`config.mk`:
```
export PLATFORM = sky130hd
export DESIGN_NAME = uart_tx_arbiter
export DESIGN_NICKNAME = d
export VERILOG_FILES = /design/src/rtl/uart_arb_pkg.sv /design/src/rtl/uart_tx_arbiter_slot.sv /design/src/rtl/uart_tx_arbiter.sv
export SDC_FILE = /design/constraint.sdc
export NUM_CORES = 1
export LEC_CHECK = 0
export CAP_MARGIN = 20
export CORE_MARGIN = 2
export CORE_UTILIZATION = 55
export DETAILED_ROUTE_END_ITERATION = 6
export PLACE_DENSITY = 0.85
export SLEW_MARGIN = 20
export SYNTH_ARGS = -nofsm -noshare
export SYNTH_HDL_FRONTEND = slang
export SYNTH_SLANG_ARGS = --single-unit
```
`constraint.sdc`:
```
create_clock -name clk -period 5.92 [get_ports clk]
set_input_delay 1.184 -clock clk [delete_from_list [all_inputs] [get_ports clk]]
set_output_delay 1.184 -clock clk [all_outputs]
set_load 0.02 [all_outputs]
```
`src/rtl/uart_arb_pkg.sv`:
```
// Shared state encoding and default sizing for the two-requester UART TX arbiter.
package uart_arb_pkg;

  // Encoding doubles as the one-hot grant vector.
  typedef enum logic [1:0] {
    ST_IDLE = 2'b00,
    ST_OWN0 = 2'b01,
    ST_OWN1 = 2'b10
  } arb_state_e;

  localparam int DEF_NUM_BITS     = 8;
  localparam int DEF_MAX_PKT_LEN  = 256;
  localparam int DEF_IDLE_TIMEOUT = 1024;

endpackage

```
`src/rtl/uart_tx_arbiter_slot.sv`:
```
// Single-entry registered output slot toward the UART transmitter.
module uart_byte_slot
  import uart_arb_pkg::*;
#(
  parameter int NUM_BITS = DEF_NUM_BITS
) (
  input  logic                clk,
  input  logic                reset_n,
  input  logic [NUM_BITS-1:0] in_data,
  input  logic                in_valid,
  output logic                in_ready,
  output logic [NUM_BITS-1:0] tx_data,
  output logic                tx_data_valid,
  input  logic                tx_data_ready
);

  logic [NUM_BITS-1:0] tx_data_q, tx_data_d;
  logic                tx_valid_q, tx_valid_d;

  // A new byte may enter when the slot is empty or is being drained this cycle.
  assign in_ready = !tx_valid_q || tx_data_ready;

  always_comb begin
    tx_data_d  = tx_data_q;
    tx_valid_d = tx_valid_q;
    if (in_valid && in_ready) begin
      tx_data_d  = in_data;
      tx_valid_d = 1'b1;
    end else if (tx_data_ready) begin
      tx_valid_d = 1'b0;
    end
  end

  always_ff @(posedge clk or negedge reset_n) begin
    if (!reset_n) begin
      tx_data_q  <= '0;
      tx_valid_q <= 1'b0;
    end else begin
      tx_data_q  <= tx_data_d;
      tx_valid_q <= tx_valid_d;
    end
  end

  assign tx_data       = tx_data_q;
  assign tx_data_valid = tx_valid_q;

endmodule

```
`src/rtl/uart_tx_arbiter.sv`:
```
// Two-requester packet arbiter feeding one UART transmitter; ownership ends on
// last byte, packet length limit or idle timeout.
module uart_tx_arbiter
  import uart_arb_pkg::*;
#(
  parameter int NUM_BITS     = DEF_NUM_BITS,
  parameter int MAX_PKT_LEN  = DEF_MAX_PKT_LEN,
  parameter int IDLE_TIMEOUT = DEF_IDLE_TIMEOUT
) (
  input  logic                clk,
  input  logic                reset_n,
  input  logic [NUM_BITS-1:0] req0_data,
  input  logic                req0_valid,
  input  logic                req0_last,
  output logic                req0_ready,
  input  logic [NUM_BITS-1:0] req1_data,
  input  logic                req1_valid,
  input  logic                req1_last,
  output logic                req1_ready,
  output logic [NUM_BITS-1:0] tx_data,
  output logic                tx_data_valid,
  input  logic                tx_data_ready,
  output logic [1:0]          grant,
  output logic                timeout_evt
);

  localparam int CNT_W  = $clog2(MAX_PKT_LEN) + 1;
  localparam int IDLE_W = $clog2(IDLE_TIMEOUT) + 1;

  arb_state_e        state_q, state_d;
  logic [CNT_W-1:0]  byte_cnt_q, byte_cnt_d;
  logic [IDLE_W-1:0] idle_cnt_q, idle_cnt_d;
  logic              last_winner_q, last_winner_d;
  logic              timeout_evt_q, timeout_evt_d;

  logic                own0, own1, slot_ready, sel_valid, sel_last, accept;
  logic                pkt_done, timeout_hit;
  logic [NUM_BITS-1:0] sel_data;

  assign own0      = (state_q == ST_OWN0);
  assign own1      = (state_q == ST_OWN1);
  assign sel_valid = (own0 && req0_valid) || (own1 && req1_valid);
  assign sel_last  = own0 ? req0_last : req1_last;
  assign sel_data  = own0 ? req0_data : req1_data;
  assign accept    = sel_valid && slot_ready;

  assign pkt_done    = accept && (sel_last || ((byte_cnt_q + CNT_W'(1)) == CNT_W'(MAX_PKT_LEN)));
  // Timeout is evaluated independently of acceptance so it can coincide with a last-byte release.
  assign timeout_hit = (own0 || own1) && (idle_cnt_q == IDLE_W'(IDLE_TIMEOUT - 1));

  uart_byte_slot #(.NUM_BITS(NUM_BITS)) u_slot (
    .clk           (clk),
    .reset_n       (reset_n),
    .in_data       (sel_data),
    .in_valid      (sel_valid),
    .in_ready      (slot_ready),
    .tx_data       (tx_data),
    .tx_data_valid (tx_data_valid),
    .tx_data_ready (tx_data_ready)
  );

  always_comb begin
    state_d       = state_q;
    byte_cnt_d    = byte_cnt_q;
    idle_cnt_d    = idle_cnt_q;
    last_winner_d = last_winner_q;
    timeout_evt_d = 1'b0;
    case (state_q)
      ST_OWN0, ST_OWN1: begin
        if (accept) begin
          byte_cnt_d = byte_cnt_q + CNT_W'(1);
          idle_cnt_d = '0;
        end else begin
          idle_cnt_d = idle_cnt_q + IDLE_W'(1);
        end
        timeout_evt_d = timeout_hit;
        if (pkt_done || timeout_hit) begin
          state_d       = ST_IDLE;
          byte_cnt_d    = '0;
          idle_cnt_d    = '0;
          last_winner_d = own1;
        end
      end
      default: begin
        byte_cnt_d = '0;
        idle_cnt_d = '0;
        if (req0_valid && req1_valid) begin
          state_d = last_winner_q ? ST_OWN0 : ST_OWN1;
        end else if (req0_valid) begin
          state_d = ST_OWN0;
        end else if (req1_valid) begin
          state_d = ST_OWN1;
        end
      end
    endcase
  end

  always_ff @(posedge clk or negedge reset_n) begin
    if (!reset_n) begin
      state_q       <= ST_IDLE;
      byte_cnt_q    <= '0;
      idle_cnt_q    <= '0;
      last_winner_q <= 1'b1;
      timeout_evt_q <= 1'b0;
    end else begin
      state_q       <= state_d;
      byte_cnt_q    <= byte_cnt_d;
      idle_cnt_q    <= idle_cnt_d;
      last_winner_q <= last_winner_d;
      timeout_evt_q <= timeout_evt_d;
    end
  end

  assign req0_ready  = own0 && slot_ready;
  assign req1_ready  = own1 && slot_ready;
  assign grant       = state_q;
  assign timeout_evt = timeout_evt_q;

endmodule

```
==> impl_metrics.toml <==
[logic_synthesis]
synth_top_area_cell = "dfrtp_1"
yosys.cell_count.top_type = "dfrtp_1"
synth_area_per_cell_sq_um = 9.68
synth_commonest_cells = "dfrtp_1, nor2_1, nand2_1, a21oi_1"
ys_ff_latch = 33
yosys_most_used_dff = "dfrtp_1"
yosys.area.top_type_share = 0.440
syn_nets = 215
ys_seq_area_frac = 0.454
synth_cell_types = 45
syn-cell-area_sq_um = 1820
synth_fa_ha_area_frac = 0.0275
synth_area_leaders = "dfrtp_1, nor2_1, mux2i_1"
synth-xor-area-share = 0.0385
netlist_instances = 188
async_flop_share = 1.00
muxShareOfSynthArea = 0.0646
yosys.area_share.simple = 0.247
synth-compound-area-share = 0.147
yosys_warnings = 0
synth_edf_count = 0
synth_top_family_by_area = "simple AND/OR/NAND/NOR gates"

[global_routing]
antenna_found_initial = 0
grt_max_degree = 34
grt_pass1_vias = 1621
overflow = 0
gr-usage-all-layers = 0.257
grt_pass1_wl_mm = 7.08

[hold_path]
holdCritPathClass = "reg -> reg"

[routing]
first_iter_violations = 50
dr_total_vias = 1568
wl_per_cell_microns = 15.8
first_pass_iters = 4
routed_wl_mm = 4.29
ant_nets = 0
viasPerCell = 5.76
drc_errors = 0

[timing]
skew_ns = 0.0148
max_freq_mhz = 269
fin_crit_ns = 3.72
tightest_slew_ns = 0.822
finalMaxSlewViolations = 0
relSlewSlack = 0.447
rsz0062_at_grt = "false"
setup-violations-final = 0
hold_viol = 0
setup-tns-final_ns = 0
period_share = 0.628

[floorplan]
std_cell_rows = 20
die_area_sq_um = 3790
chipHeight_microns = 61.5
start_util = 0.587
fp.coreArea_sq_um = 3100
die_w_microns = 61.5
io_pins = 37

[clock_tree]
clock-sinks = 33
cts_tree = "done"
cts_resized = 0
htree_levels = 2
ctsHoldBuffers = 0
post_cts_buffers = 0
clk_latency_ns = 0.36
root_buffer = "clkbuf_4"
numCtsBuffers = 5
clk_path_buf_depth = 2
cts.clk_slew.worst_paths_ns = 0.10

[worst_setup_path]
cp_data_arrival_time_ns = 2.53
worstSetupStartpoint = "tx_data_ready"
r2r_cells = 7
r2r-start = "grant[1]"
worstSetupPathType = "in -> out"
crit_chain = "clkdlybuf4s50_1 > nand2b_1 > and2_1 > clkdlybuf4s50_1"
required_ns = 4.74
critPathMaxFanout = 5
worst_setup_path_end_kind = "output port"
r2r-end = "byte_cnt_q[2]"
path_depth = 4
slowest_delay_ns = 0.60
cp_num_buf_inv = 2
slowest_stage = "clkdlybuf4s50_1"
critPathTopFamily = "buffers and inverters"
rrSetupSlack_ns = 3.15
path_common_cell = "clkdlybuf4s50_1"
cp-start-kind = "primary input"
crit_path_end = "req0_ready"

[place]
place_hpwl_mm = 3.13
port_buffers = 36
post-place-cells = 264
gp_congestion = 0.787

[final_layout]
syn_to_final_growth_pct = 25.6
layout.area.seq_sq_um = 827
fillers = 246
multi_input_area_sq_um = 955
diodes = 0
final_cells = 272
nets = 254
drive_gt1_frac = 0.110

[flow_run]
max-cap-violations = 0

[power]
p_per_area_nw_per_um2 = 386
ir_worst_vdd_mv = 0.244
power_leakage_nw = 0.894

[status]
status = "completed"
-- report_power, final --
part,switching (W),total [W],internal [W]
Clock,0.0000879,0.000134,0.0000458
Sequential,0.0000371,0.000316,0.000279
Combinational,0.000252,0.000433,0.000181
Total,0.000377,0.000883,0.000505
-- worst register-to-register path, delay by kind of cell, from the launching register on --
family,cells,cell delay (ns)
fa+ha+maj,1,0.56
compound gates,3,0.75
flops,1,0.44
buf+inv,1,0.07
simple gates,2,0.88
-- cell usage in the layout (no fill, tap or decap), types with 2 or more instances in the layout --
cell type / n
xnor2_1: 4
nand2_1: 21
xor2_1: 4
buf_4: 2
o2111ai_1: 5
inv_1: 4
o21ai_0: 4
nand2b_1: 4
clkdlybuf4s50_1: 36
nand4b_1: 2
o211ai_1: 8
ha_1: 4
nor2_1: 24
clkinvlp_4: 3
and2_1: 4
nand4_1: 4
mux2i_1: 8
dfrtp_1: 32
or3_1: 2
a21oi_1: 9
nor2b_1: 2
nor3_1: 7
clkbuf_4: 5
nand3_1: 8
-- logic make-up after synthesis --
family	count (synthesis)
AND/OR/NAND/NOR	88
multiplexers	10
adder cells (fa/ha/maj)	4
AO/OA/AOI/OAI	35
XOR/XNOR	8
flip-flops	33
buffers and inverters	10
-- registers in the layout, summed over array words and instances (netlist names) --
signal and flops:
last_winner_q 1, u_slot.tx_data_valid 1, grant 2, byte_cnt_q 9, idle_cnt_q 11, timeout_evt 1
u_slot.tx_data 8
-- per-layer routing --
| layer | GRT usage | vias up | part of all wire | routed length [microns] |
|---|---|---|---|---|
| met3 | 0.0714 | 12 | 0.046 | 198 |
| met4 | 0.125 | 0 | 0.023 | 99 |
| met5 | 0 | - | 0 | 0 |
| met2 | 0.417 | 41 | 0.50 | 2150 |
| li1 | - | 762 | - | - |
| met1 | 0.314 | 753 | 0.43 | 1840 |
-- cell type report --
type,instances,area share
multi-input combinational,145,0.417
inverter,4,0.00656
clock inverter,3,0.00985
tap,44,0.0241
sequential,33,0.362
timing repair buffer,38,0.164
clock buffer,5,0.0164
-- stage by stage --
step           setup slack (ns)  hold WS, ns  total power, W  area, sq um  utilization
3_3_place_gp               2.23        0.503        0.000733         2230        0.718
2_1_floorplan              3.17        0.475        0.000582         1820            -
3_5_place_dp               2.21        0.505        0.000754         2230        0.718
6_report                   2.20        0.531        0.000883         2290        0.737
4_1_cts                    2.20        0.519        0.000885         2290        0.737
5_1_grt                    2.16        0.556        0.000945         2290        0.737
-- worst min-delay path by stage --
stage | cells after the start | start | slack (ns) | end
floorplan | 1 | idle_cnt_q[0] | 0.48 | idle_cnt_q[0]
global placement | 1 | idle_cnt_q[0] | 0.50 | idle_cnt_q[0]
detailed placement | 1 | idle_cnt_q[0] | 0.50 | idle_cnt_q[0]
CTS | 1 | idle_cnt_q[0] | 0.52 | idle_cnt_q[0]
global route | 1 | idle_cnt_q[0] | 0.56 | idle_cnt_q[0]
finish | 1 | idle_cnt_q[0] | 0.53 | idle_cnt_q[0]
Note: power is estimated with default switching activity, not from simulation.
